===== src/rtl/div_pkg.sv =====
// div_pkg: shared types and constants for the RV32M divide unit.
//   div_op_t    - divide operation encoding (also used by the ALU's ALUM decode)
//   div_state_t - divider FSM state, exported for debug/observation
//   XLEN        - operand/result width
//   DIV_STEPS   - number of restoring iterations per divide
//   negate()    - two's-complement negation helper
package div_pkg;

    localparam int XLEN      = 32;
    localparam int DIV_STEPS = 32;

    typedef enum logic [1:0] {
        DIV  = 2'b00,
        DIVU = 2'b01,
        REM  = 2'b10,
        REMU = 2'b11
    } div_op_t;

    typedef enum logic [1:0] {
        IDLE = 2'b00,
        CALC = 2'b01,
        DONE = 2'b10
    } div_state_t;

    function automatic logic [XLEN-1:0] negate(input logic [XLEN-1:0] x);
        return '0 - x;
    endfunction

endpackage


===== src/rtl/div_if.sv =====
// div_if: request/response bundle between the execute stage and div_unit.
//   master (execute stage): drives start, flush, op, dividend, divisor;
//                           observes busy, valid, result.
//   slave  (div_unit)     : the mirror image.
//
// Handshake: the requester holds start high (with stable op/operands) for as
// long as the divide instruction sits in execute. The request is taken on a
// rising edge where the unit is idle, start=1 and flush=0. busy is high while
// iterating; valid is a single-cycle pulse marking the one cycle in which
// result belongs to that request. There is no backpressure on valid: the
// requester must consume result in the valid cycle. flush cancels the
// request in flight, including a valid that would otherwise appear in that
// same cycle.
interface div_if;
    import div_pkg::*;

    logic            start;
    logic            flush;
    div_op_t         op;
    logic [XLEN-1:0] dividend;
    logic [XLEN-1:0] divisor;
    logic            busy;
    logic            valid;
    logic [XLEN-1:0] result;

    modport master (
        output start, flush, op, dividend, divisor,
        input  busy, valid, result
    );

    modport slave (
        input  start, flush, op, dividend, divisor,
        output busy, valid, result
    );

endinterface


===== src/rtl/div_step.sv =====
// div_step: one restoring shift/subtract iteration (combinational).
//   rem_in  [XLEN:0]   - partial remainder R
//   quo_in  [XLEN-1:0] - quotient/dividend shift register Q
//   divisor [XLEN-1:0] - divisor magnitude
//   rem_out, quo_out   - R and Q after this step
module div_step
    import div_pkg::*;
(
    input  logic [XLEN:0]   rem_in,
    input  logic [XLEN-1:0] quo_in,
    input  logic [XLEN-1:0] divisor,
    output logic [XLEN:0]   rem_out,
    output logic [XLEN-1:0] quo_out
);

    logic [2*XLEN:0] shifted;
    logic [XLEN+1:0] trial;

    always_comb begin
        shifted = {rem_in, quo_in} << 1;
        // One extra bit on the subtraction so its MSB is the borrow/sign.
        trial   = {1'b0, shifted[2*XLEN:XLEN]} - {2'b00, divisor};
        if (!trial[XLEN+1]) begin
            rem_out = trial[XLEN:0];
            quo_out = {shifted[XLEN-1:1], 1'b1};
        end else begin
            rem_out = shifted[2*XLEN:XLEN];
            quo_out = shifted[XLEN-1:0];
        end
    end

endmodule


===== src/rtl/div_unit.sv =====
// div_unit: iterative radix-2 restoring divider for DIV/DIVU/REM/REMU.
//   clk       - rising-edge clock
//   reset     - synchronous, active-low
//   bus       - div_if.slave: start/flush/op/dividend/divisor in,
//               busy/valid/result out
//   state_dbg - current FSM state, for observation only
// Normal latency is 33 cycles from the accept edge to valid; divide-by-zero
// and signed overflow finish in 1 cycle without iterating.
module div_unit
    import div_pkg::*;
(
    input  logic       clk,
    input  logic       reset,
    div_if.slave       bus,
    output div_state_t state_dbg
);

    div_state_t      state, state_next;
    logic [5:0]      count;
    div_op_t         op_q;
    logic [XLEN:0]   rem_q;
    logic [XLEN-1:0] quo_q, dvs_q, result_q;
    logic            neg_quo_q, neg_rem_q;

    logic            is_signed, is_rem, a_neg, b_neg;
    logic            div_zero, overflow, special, last_step;
    logic [XLEN-1:0] a_mag, b_mag, special_result;
    logic [XLEN:0]   step_rem;
    logic [XLEN-1:0] step_quo, fin_quo, fin_rem;
    logic            busy, valid;

    // Request decode, only meaningful in IDLE.
    assign is_signed = (bus.op == DIV) || (bus.op == REM);
    assign is_rem    = (bus.op == REM) || (bus.op == REMU);
    assign a_neg     = is_signed && bus.dividend[XLEN-1];
    assign b_neg     = is_signed && bus.divisor[XLEN-1];
    // |-2^31| wraps to 0x8000_0000, which is correct read as unsigned.
    assign a_mag     = a_neg ? negate(bus.dividend) : bus.dividend;
    assign b_mag     = b_neg ? negate(bus.divisor) : bus.divisor;
    assign div_zero  = (bus.divisor == '0);
    assign overflow  = is_signed && (bus.dividend == {1'b1, {(XLEN-1){1'b0}}})
                       && (bus.divisor == '1);
    assign special   = div_zero || overflow;

    always_comb begin
        special_result = '0;
        if (div_zero)
            special_result = is_rem ? bus.dividend : '1;
        else if (overflow)
            special_result = is_rem ? '0 : bus.dividend;
    end

    div_step u_step (
        .rem_in  (rem_q),
        .quo_in  (quo_q),
        .divisor (dvs_q),
        .rem_out (step_rem),
        .quo_out (step_quo)
    );

    // Sign fixup on the outcome of the final step, registered on DONE entry.
    assign fin_quo   = neg_quo_q ? negate(step_quo) : step_quo;
    assign fin_rem   = neg_rem_q ? negate(step_rem[XLEN-1:0]) : step_rem[XLEN-1:0];
    assign last_step = (state == CALC) && (count == 6'(DIV_STEPS - 1));

    // State register.
    always_ff @(posedge clk) begin
        if (!reset)
            state <= IDLE;
        else
            state <= state_next;
    end

    // Next-state logic; flush overrides every transition.
    always_comb begin
        state_next = state;
        if (bus.flush) begin
            state_next = IDLE;
        end else begin
            case (state)
                IDLE:    if (bus.start) state_next = special ? DONE : CALC;
                CALC:    if (last_step) state_next = DONE;
                DONE:    state_next = IDLE;
                default: state_next = IDLE;
            endcase
        end
    end

    // Outputs. A flush arriving in DONE cancels that cycle's valid.
    always_comb begin
        busy  = (state == CALC);
        valid = (state == DONE) && !bus.flush;
    end

    // Datapath and iteration counter.
    always_ff @(posedge clk) begin
        if (!reset) begin
            count     <= '0;
            op_q      <= DIV;
            rem_q     <= '0;
            quo_q     <= '0;
            dvs_q     <= '0;
            result_q  <= '0;
            neg_quo_q <= 1'b0;
            neg_rem_q <= 1'b0;
        end else if (bus.flush) begin
            count <= '0;
        end else begin
            case (state)
                IDLE: begin
                    if (bus.start) begin
                        op_q      <= bus.op;
                        count     <= '0;
                        neg_quo_q <= a_neg ^ b_neg;
                        neg_rem_q <= a_neg;
                        if (special) begin
                            result_q <= special_result;
                        end else begin
                            rem_q <= '0;
                            quo_q <= a_mag;
                            dvs_q <= b_mag;
                        end
                    end
                end
                CALC: begin
                    rem_q <= step_rem;
                    quo_q <= step_quo;
                    count <= count + 6'd1;
                    if (last_step)
                        result_q <= ((op_q == REM) || (op_q == REMU)) ? fin_rem : fin_quo;
                end
                default: count <= '0;
            endcase
        end
    end

    assign bus.busy   = busy;
    assign bus.valid  = valid;
    assign bus.result = result_q;
    assign state_dbg  = state;

endmodule


===== src/flat_wrapper.sv =====
// flat-port wrapper written by rule: the top's interface ports become plain ports
module div_unit_flat import div_pkg::*;
  (clk, reset, state_dbg, bus_start, bus_flush, bus_op, bus_dividend, bus_divisor, bus_busy, bus_valid, bus_result);
  div_if bus_i ();
  input  logic clk;
  input  logic reset;
  output div_state_t state_dbg;
  input wire logic [$bits(bus_i.start)-1:0] bus_start;
  input wire logic [$bits(bus_i.flush)-1:0] bus_flush;
  input wire logic [$bits(bus_i.op)-1:0] bus_op;
  input wire logic [$bits(bus_i.dividend)-1:0] bus_dividend;
  input wire logic [$bits(bus_i.divisor)-1:0] bus_divisor;
  output wire logic [$bits(bus_i.busy)-1:0] bus_busy;
  output wire logic [$bits(bus_i.valid)-1:0] bus_valid;
  output wire logic [$bits(bus_i.result)-1:0] bus_result;
  assign bus_i.start = bus_start;
  assign bus_i.flush = bus_flush;
  assign bus_i.op = bus_op;
  assign bus_i.dividend = bus_dividend;
  assign bus_i.divisor = bus_divisor;
  assign bus_busy = bus_i.busy;
  assign bus_valid = bus_i.valid;
  assign bus_result = bus_i.result;
  div_unit u_core (.clk(clk), .reset(reset), .bus(bus_i), .state_dbg(state_dbg));
endmodule

===== config.mk =====
export PLATFORM = sky130hd
export DESIGN_NAME = div_unit_flat
export DESIGN_NICKNAME = d
export VERILOG_FILES = /design/src/rtl/div_pkg.sv /design/src/rtl/div_if.sv /design/src/rtl/div_step.sv /design/src/rtl/div_unit.sv /design/src/flat_wrapper.sv
export SDC_FILE = /design/constraint.sdc
export NUM_CORES = 1
export LEC_CHECK = 0
export CAP_MARGIN = 10
export CELL_PAD_IN_SITES_DETAIL_PLACEMENT = 0
export CELL_PAD_IN_SITES_GLOBAL_PLACEMENT = 1
export CORE_AREA = 2 2 147 178
export DETAILED_ROUTE_END_ITERATION = 8
export DIE_AREA = 0 0 149 180
export GPL_TIMING_DRIVEN = 0
export HOLD_SLACK_MARGIN = 0.06
export PLACE_DENSITY = 0.92
export REMOVE_ABC_BUFFERS = 1
export SYNTH_ARGS = -nofsm -noshare
export SYNTH_HDL_FRONTEND = slang
export SYNTH_SLANG_ARGS = --single-unit

===== constraint.sdc =====
create_clock -name clk -period 9.78 [get_ports clk]
set_input_delay 1.467 -clock clk [delete_from_list [all_inputs] [get_ports clk]]
set_output_delay 1.467 -clock clk [all_outputs]
set_load 0.005 [all_outputs]

==> metrics.md, run 1 <==
| Metric | Value |
|---|---|
| Area Overhead vs Synth | 15.3% |
| PortBufs | 105 |
| Die H | 180 µm |
| Worst Path Required | 10.15 ns |
| Placed Cells | 1,931 |
| Inserted Clock Buffers | 17 |
| CTS sink count | 139 |
| Die W | 149 µm |
| Hold-fix buffers at CTS | 0 |
| Post-synthesis sequential area ratio | 24.0% |
| RSZ-0062 raised after global routing | no |
| Final std cells w/o fill | 1,964 |
| Clock Path Buffers | 2 |
| Core Area | 25,100 µm² |
| CTS root buffer | clkbuf_16 |
| Worst vdd ir | 79.2 µV |
| Worst Max-Slew Pin Slew | 1.31 ns |
| Starting Density | 46.1% |
| Largest net degree at the start of global routing | 84 |
| WL final | 35.0 mm |
| DPL Wire Length | 25.9 mm |
| Syn Area/Cell | 7.30 µm² |
| Via count | 11,822 |
| Vias in the first global route | 11,112 |
| Critical path arrival | 6.78 ns |
| Cell area power density | 127 nW/µm² |
| Final critical-path share of the clock period | 65.6% |
| Internal reg-to-reg setup slack | 3.60 ns |
| Final Max Tran Viols | 0 |
| Share of cells above drive strength 1 | 5.63% |
| Final number of hold-violating endpoints | 0 |
| Type of origin of the critical path | input pin |
| Mapped Cells | 1,587 |
| Tmin final | 6.41 ns |
| I/O Pins | 106 |
| Hold Path End | u_core.bus.result[25] |
| 1st-iter DRT viols | 956 |
| Clk slew on worst S/H paths | 0.06 ns |
| Hold Worst Slack | 0.438 ns |
| YS warnings | 0 |
| Initial antenna violation count | 0 |
| Slew headroom | 12.6% |
| Leakage power | 0.00519 µW |
| Number of remaining DRC errors | 0 |
| Synth cell types | 92 |
| Status | complete, no violations |
| DIE AREA | 26,800 µm² |
| Post-CTS sizing | 0 |
| Row count | 64 |
| CP Capture Type | register |
| Placer Congestion | 0.903 |
| Ant diodes | 0 |
| Worst hold path type | reg2reg |
| Max-cap violation count | 0 |
| Post-synthesis async set-or-reset flop share | 0% |
| 1st-pass router iterations | 5 |
| Setup CP Type | in2reg |
| Fmax | 0.156 GHz |
| Post-CTS setup repair buffer count | 0 |
| R2r endpoint | u_core.bus.result[30] |
| Main synth FF type | dfxtp_1 |
| Clk_lat worst skew | 0.44 ns |
| WL/cell | 17.8 µm |
| First-pass GRT wire length | 57.0 mm |
| CTS tree | done |
| HP Start | u_core.bus.result[25] |
| Reg2reg path depth | 18 |
| Routed Antenna Nets | 0 |
| H-Tree Depth | 4 |
| Post-Syn Area | 11,600 µm² |
| Final setup fails | 0 |
| Grt ovf | 0 |
| Hold Crit Depth | 2 |
| Final #Nets | 1,730 |
| GRT Util Overall | 26.2% |
| R2R Path Start | u_core.rem_q[19] |
| EDFF count, synth | 0 |
| Skew final | 0.0131 ns |
| Via density | 6.02 |
| Setup TNS | 0 ns |
| #FFs+latches synth | 139 |
| Worst-path fanout max | 14 |
[power breakdown]
part / internal, µW / switching, µW
Clock: 397 / 268
Sequential: 587 / 25.2
Combinational: 170 / 256
[worst max-delay path: stages]
cell and delay (ns):
clkdlybuf4s50_1 0.52, inv_1 0.16, ha_1 0.25, inv_1 0.07, nor4_1 0.92, nand3_1 0.47, nor3_1 0.48, or2_0 0.46
a21oi_1 0.15, nor2_1 0.55, nand2_1 0.56, inv_1 0.45, nand3_1 0.12, o22ai_1 0.15
[registers in the layout (all words and copies together) (netlist names)]
name	count
u_core.quo_q	32
u_core.neg_quo_q	1
u_core.rem_q	32
u_core.bus.result	32
u_core.dvs_q	32
u_core.neg_rem_q	1
u_core.state_dbg	2
u_core.count	6
u_core.op_q	1
[through the flow]
| step | power [µW] | instance area [µm²] | util, % | setup WS (ns) |
|---|---|---|---|---|
| 6_report | 1700 | 13400 | 53.1 | 3.37 |
| 5_1_grt | 1780 | 13400 | 53.1 | 3.16 |
| 3_5_place_dp | 1040 | 12800 | 50.7 | 3.09 |
| 3_3_place_gp | 1030 | 12600 | 50.1 | -0.918 |
| 2_1_floorplan | 901 | 11100 | - | 2.80 |
| 4_1_cts | 1700 | 13300 | 53.1 | 3.53 |
[layout by cell type, fill, tap and decap left out, types with 5 or more instances in the layout]
cell             synthesis  final
a211oi_1                65     65
nand2b_1                15     14
nor3_1                  44     44
o31ai_1                 26     26
o41ai_1                 13     13
clkdlybuf4s50_1          0    104
mux2i_1                  7      7
a22oi_1                 28     28
nand4_1                 19     19
a31oi_1                 10     10
inv_1                   59     58
nor3b_1                  8      8
nand3_1                 30     30
o211ai_1                17     17
a21oi_1                171    171
a21o_1                  12     12
nor2b_1                 44     44
o211a_1                 24     24
and3_1                  10     10
xnor2_1                 66     66
clkbuf_16                0     17
and2_1                  11     11
o21ai_0                 73     72
nor2_1                 180    178
xor2_1                  68     68
nand2_1                157    157
a32o_1                   5      5
o21a_1                   7      7
or2_2                    7      7
ha_1                    38     38
nor4_1                  20     20
or4_1                    8      8
or3_1                   14     14
dfxtp_1                139    138
[worst max-delay path by stage]
| stage | from | end | depth (start not counted) |
|---|---|---|---|
| after floorplan | bus_divisor[23] | u_core.rem_q[28] | 9 |
| after global placement | bus_dividend[0] | u_core.quo_q[31] | 12 |
| after detailed placement | bus_dividend[0] | u_core.bus.result[28] | 14 |
| after CTS | bus_dividend[0] | u_core.bus.result[28] | 14 |
| after global routing | bus_dividend[0] | u_core.bus.result[28] | 14 |
| final | bus_dividend[0] | u_core.bus.result[28] | 14 |
[final cells by class]
cell class,instances,area (µm²)
Clock inverter,9,114
Clock buffer,23,478
Inverter,60,225
Fill cell,2483,11800
Timing Repair Buffer,113,1190
Multi-Input combinational cell,1290,8150
Sequential cell,139,2780
Tap cell,330,413
[synthesized netlist by cell type (20+ instances only)]
cell type | number | share of area, %
a211oi_1 | 65 | 4.2
a21oi_1 | 171 | 7.4
a22oi_1 | 28 | 1.8
clkbuf_1 | 75 | 2.4
dfxtp_1 | 139 | 24
ha_1 | 38 | 4.1
inv_1 | 59 | 1.9
nand2_1 | 157 | 5.1
nand3_1 | 30 | 1.3
nor2_1 | 180 | 5.8
nor2b_1 | 44 | 2.4
nor3_1 | 44 | 1.9
nor4_1 | 20 | 1.1
o211a_1 | 24 | 2.1
o21ai_0 | 73 | 3.2
o31ai_1 | 26 | 1.7
xnor2_1 | 66 | 5.0
xor2_1 | 68 | 5.1
[layer usage]
metal	part of all wire (%)	up-vias	track usage (%)
met5	0	-	0
met2	47	426	43.2
met4	2.9	0	10.3
met3	6.5	73	4.06
li1	-	5834	-
met1	43	5489	34.2
[cell families after synthesis]
group,after synthesis,share of synthesized area (%)
and+or+nand+nor,595,25.0
AOI/OAI and AO/OA,513,29.9
buffers and inverters,158,5.94
DFF,139,24.0
xor gates and xnor gates,134,10.1
adders and majority gates,39,4.28
muxes,9,0.799
Power figures use the tool's default switching activity.
==> run 2, diff against run 1 <==
--- a/config.mk
+++ b/config.mk
@@ -8,12 +8,12 @@
 export CAP_MARGIN = 10
 export CELL_PAD_IN_SITES_DETAIL_PLACEMENT = 0
 export CELL_PAD_IN_SITES_GLOBAL_PLACEMENT = 1
-export CORE_AREA = 2 2 147 178
+export CORE_AREA = 2 2 153 185
 export DETAILED_ROUTE_END_ITERATION = 8
-export DIE_AREA = 0 0 149 180
+export DIE_AREA = 0 0 155 187
 export GPL_TIMING_DRIVEN = 0
 export HOLD_SLACK_MARGIN = 0.06
-export PLACE_DENSITY = 0.92
+export PLACE_DENSITY = 0.87
 export REMOVE_ABC_BUFFERS = 1
 export SYNTH_ARGS = -nofsm -noshare
 export SYNTH_HDL_FRONTEND = slang
==> constraint.sdc (replaced) <==
create_clock -name clk -period 6.2 [get_ports clk]
set_input_delay 0.93 -clock clk [delete_from_list [all_inputs] [get_ports clk]]
set_output_delay 0.93 -clock clk [all_outputs]
set_load 0.005 [all_outputs]
==> metrics.md, run 2 (same netlist as run 1, synthesis figures left out) <==
| Metric | Value |
|---|---|
| WL final | 35.7 mm |
| Worst Path Required | 6.54 ns |
| Via density | 5.93 |
| Die W | 155 µm |
| Ant diodes | 0 |
| GRT Util Overall | 24.5% |
| Routed Antenna Nets | 0 |
| Hold Path End | u_core.bus.result[17] |
| Cell area power density | 203 nW/µm² |
| Max-cap violation count | 0 |
| Core Area | 27,400 µm² |
| CP Depth | 18 |
| Status | complete, no violations |
| RSZ-0062 raised after global routing | no |
| Final Max Tran Viols | 0 |
| CTS root buffer | clkbuf_16 |
| Starting Density | 42.3% |
| Reg2reg path depth | 18 |
| Slew headroom | 16.7% |
| HP Start | u_core.bus.result[17] |
| Grt ovf | 0 |
| 1st-iter DRT viols | 890 |
| Post-route setup slack | 0.351 ns |
| Crit-path slowest cell | or4_4 |
| Type of origin of the critical path | register |
| Final number of hold-violating endpoints | 0 |
| Vias in the first global route | 11,034 |
| Largest net degree at the start of global routing | 84 |
| Commonest non-fill, non-tap cell in the layout | nor2_1 |
| 1st-pass router iterations | 5 |
| Tmin final | 5.85 ns |
| DP Worst Slack | -0.0430 ns |
| Via count | 11,750 |
| Skew final | 0.0137 ns |
| PortBufs | 105 |
| Most frequent cells in the layout | nor2_1 (178), a21oi_1 (171), nand2_1 (157) |
| Placed instance area | 12,800 µm² |
| Internal reg-to-reg setup slack | 0.35 ns |
| Clk slew on worst S/H paths | 0.07 ns |
| CTS sink count | 139 |
| Leakage power | 0.00519 µW |
| Critical path arrival | 6.19 ns |
| Inserted Clock Buffers | 17 |
| Clock Path Buffers | 2 |
| Fin area | 13,400 µm² |
| CTS tree | done |
| Clk_lat worst skew | 0.45 ns |
| WL/cell | 18.0 µm |
| Hold Crit Depth | 2 |
| Share of cells above drive strength 1 | 5.63% |
| Worst hold path type | reg2reg |
| Worst Max-Slew Pin Slew | 1.25 ns |
| Worst vdd ir | 160 µV |
| R2r endpoint | u_core.bus.result[30] |
| CP top delay family | compound AO/OA/AOI/OAI gates |
| Crit-path cells | ha_1 -> a21oi_1 -> o21ai_0 -> a211oi_1 -> o21a_1 -> nand2_4 -> mux2i_1 -> ha_1 -> nand2_1 -> a211o_1 -> a211o_1 -> o32a_4 -> a211oi_4 -> o21ai_2 -> or4_4 -> o31ai_4 -> xor2_1 -> o21ai_1 |
| DPL Wire Length | 26.7 mm |
| Die H | 187 µm |
| Worst-path fanout max | 44 |
| R2R Path Start | u_core.rem_q[19] |
| Final setup fails | 0 |
| Fmax | 0.171 GHz |
| Area Overhead vs Synth | 15.7% |
| Placer Congestion | 0.884 |
| CP Capture Type | register |
| First-pass GRT wire length | 57.7 mm |
| Buf/Inv on CP | 0 |
| Final critical-path share of the clock period | 94.3% |
| H-Tree Depth | 4 |
| Row count | 67 |
| DIE AREA | 29,000 µm² |
| Number of remaining DRC errors | 0 |
| Critical Path Max Stage Delay | 0.57 ns |
| Initial antenna violation count | 0 |
| I/O Pins | 106 |
| Final #Nets | 1,731 |
| Setup CP Type | reg2reg |
==> run 2: cell types whose count changed in the layout (fill, tap and decap cells not counted), sizes merged <==
cell      delta
clkbuf       -1
bufinv       +1
clkinv       -1
buf          +1
clkinvlp     +2
inv          -1
==> run 2: worst max-delay path by stage <==
stage / startpoint / endpoint
global route: u_core.rem_q[19] / u_core.bus.result[30]
CTS: u_core.rem_q[19] / u_core.bus.result[30]
global placement: bus_dividend[0] / u_core.quo_q[31]
detailed placement: bus_dividend[0] / u_core.bus.result[28]
finish: u_core.rem_q[19] / u_core.bus.result[30]
floorplan: bus_divisor[23] / u_core.rem_q[28]
==> run 2: report_power, final <==
part	leakage, µW	switching, µW	internal, µW
Combinational	0.00378	408	268
Sequential	0.00113	39.2	926
Clock	0.000279	426	653
Total	0.00519	873	1850
==> run 2: what timing repair did <==
item	CTS	global route
hold buffers	0	0
setup buffers	0	0
gates resized for setup	0	3
endpoints found under the setup margin	0	6
==> run 2: final cells by class <==
class / count / area, µm²
Clock inverter: 10 / 141
Sequential cell: 139 / 2780
Inverter: 60 / 226
Multi-Input combinational cell: 1290 / 8160
Clock buffer: 22 / 464
Fill cell: 2721 / 14000
Tap cell: 345 / 432
Timing Repair Buffer: 114 / 1200
==> run 2: per-layer routing <==
layer	global-route usage, %	share of wire (%)	up-vias	wire length (µm)
li1	-	-	5832	-
met1	32.3	44	5495	15900
met2	41.4	48	366	17000
met3	3.24	5.7	57	2040
met4	7.76	2.2	0	786
met5	0	0	-	0
==> run 2: tightest hold or removal path: stages, from the launching register on <==
cell	delay, ns
dfxtp_1	0.31
nand2_1	0.05
nand2_1	0.04
==> run 2: metrics by stage <==
stage               instances  TNS [ns]  power (µW)  hold WS, ns  util, %
global route             1980         0        2850        0.465     48.9
global placement         1939   -260.52        1640        0.431     46.0
detailed placement       1947   -0.0476        1650        0.436     46.6
CTS                      1979         0        2720        0.446     48.8
finish                   1980         0        2720        0.444     48.9
floorplan                1489     -9.51        1420        0.435        -
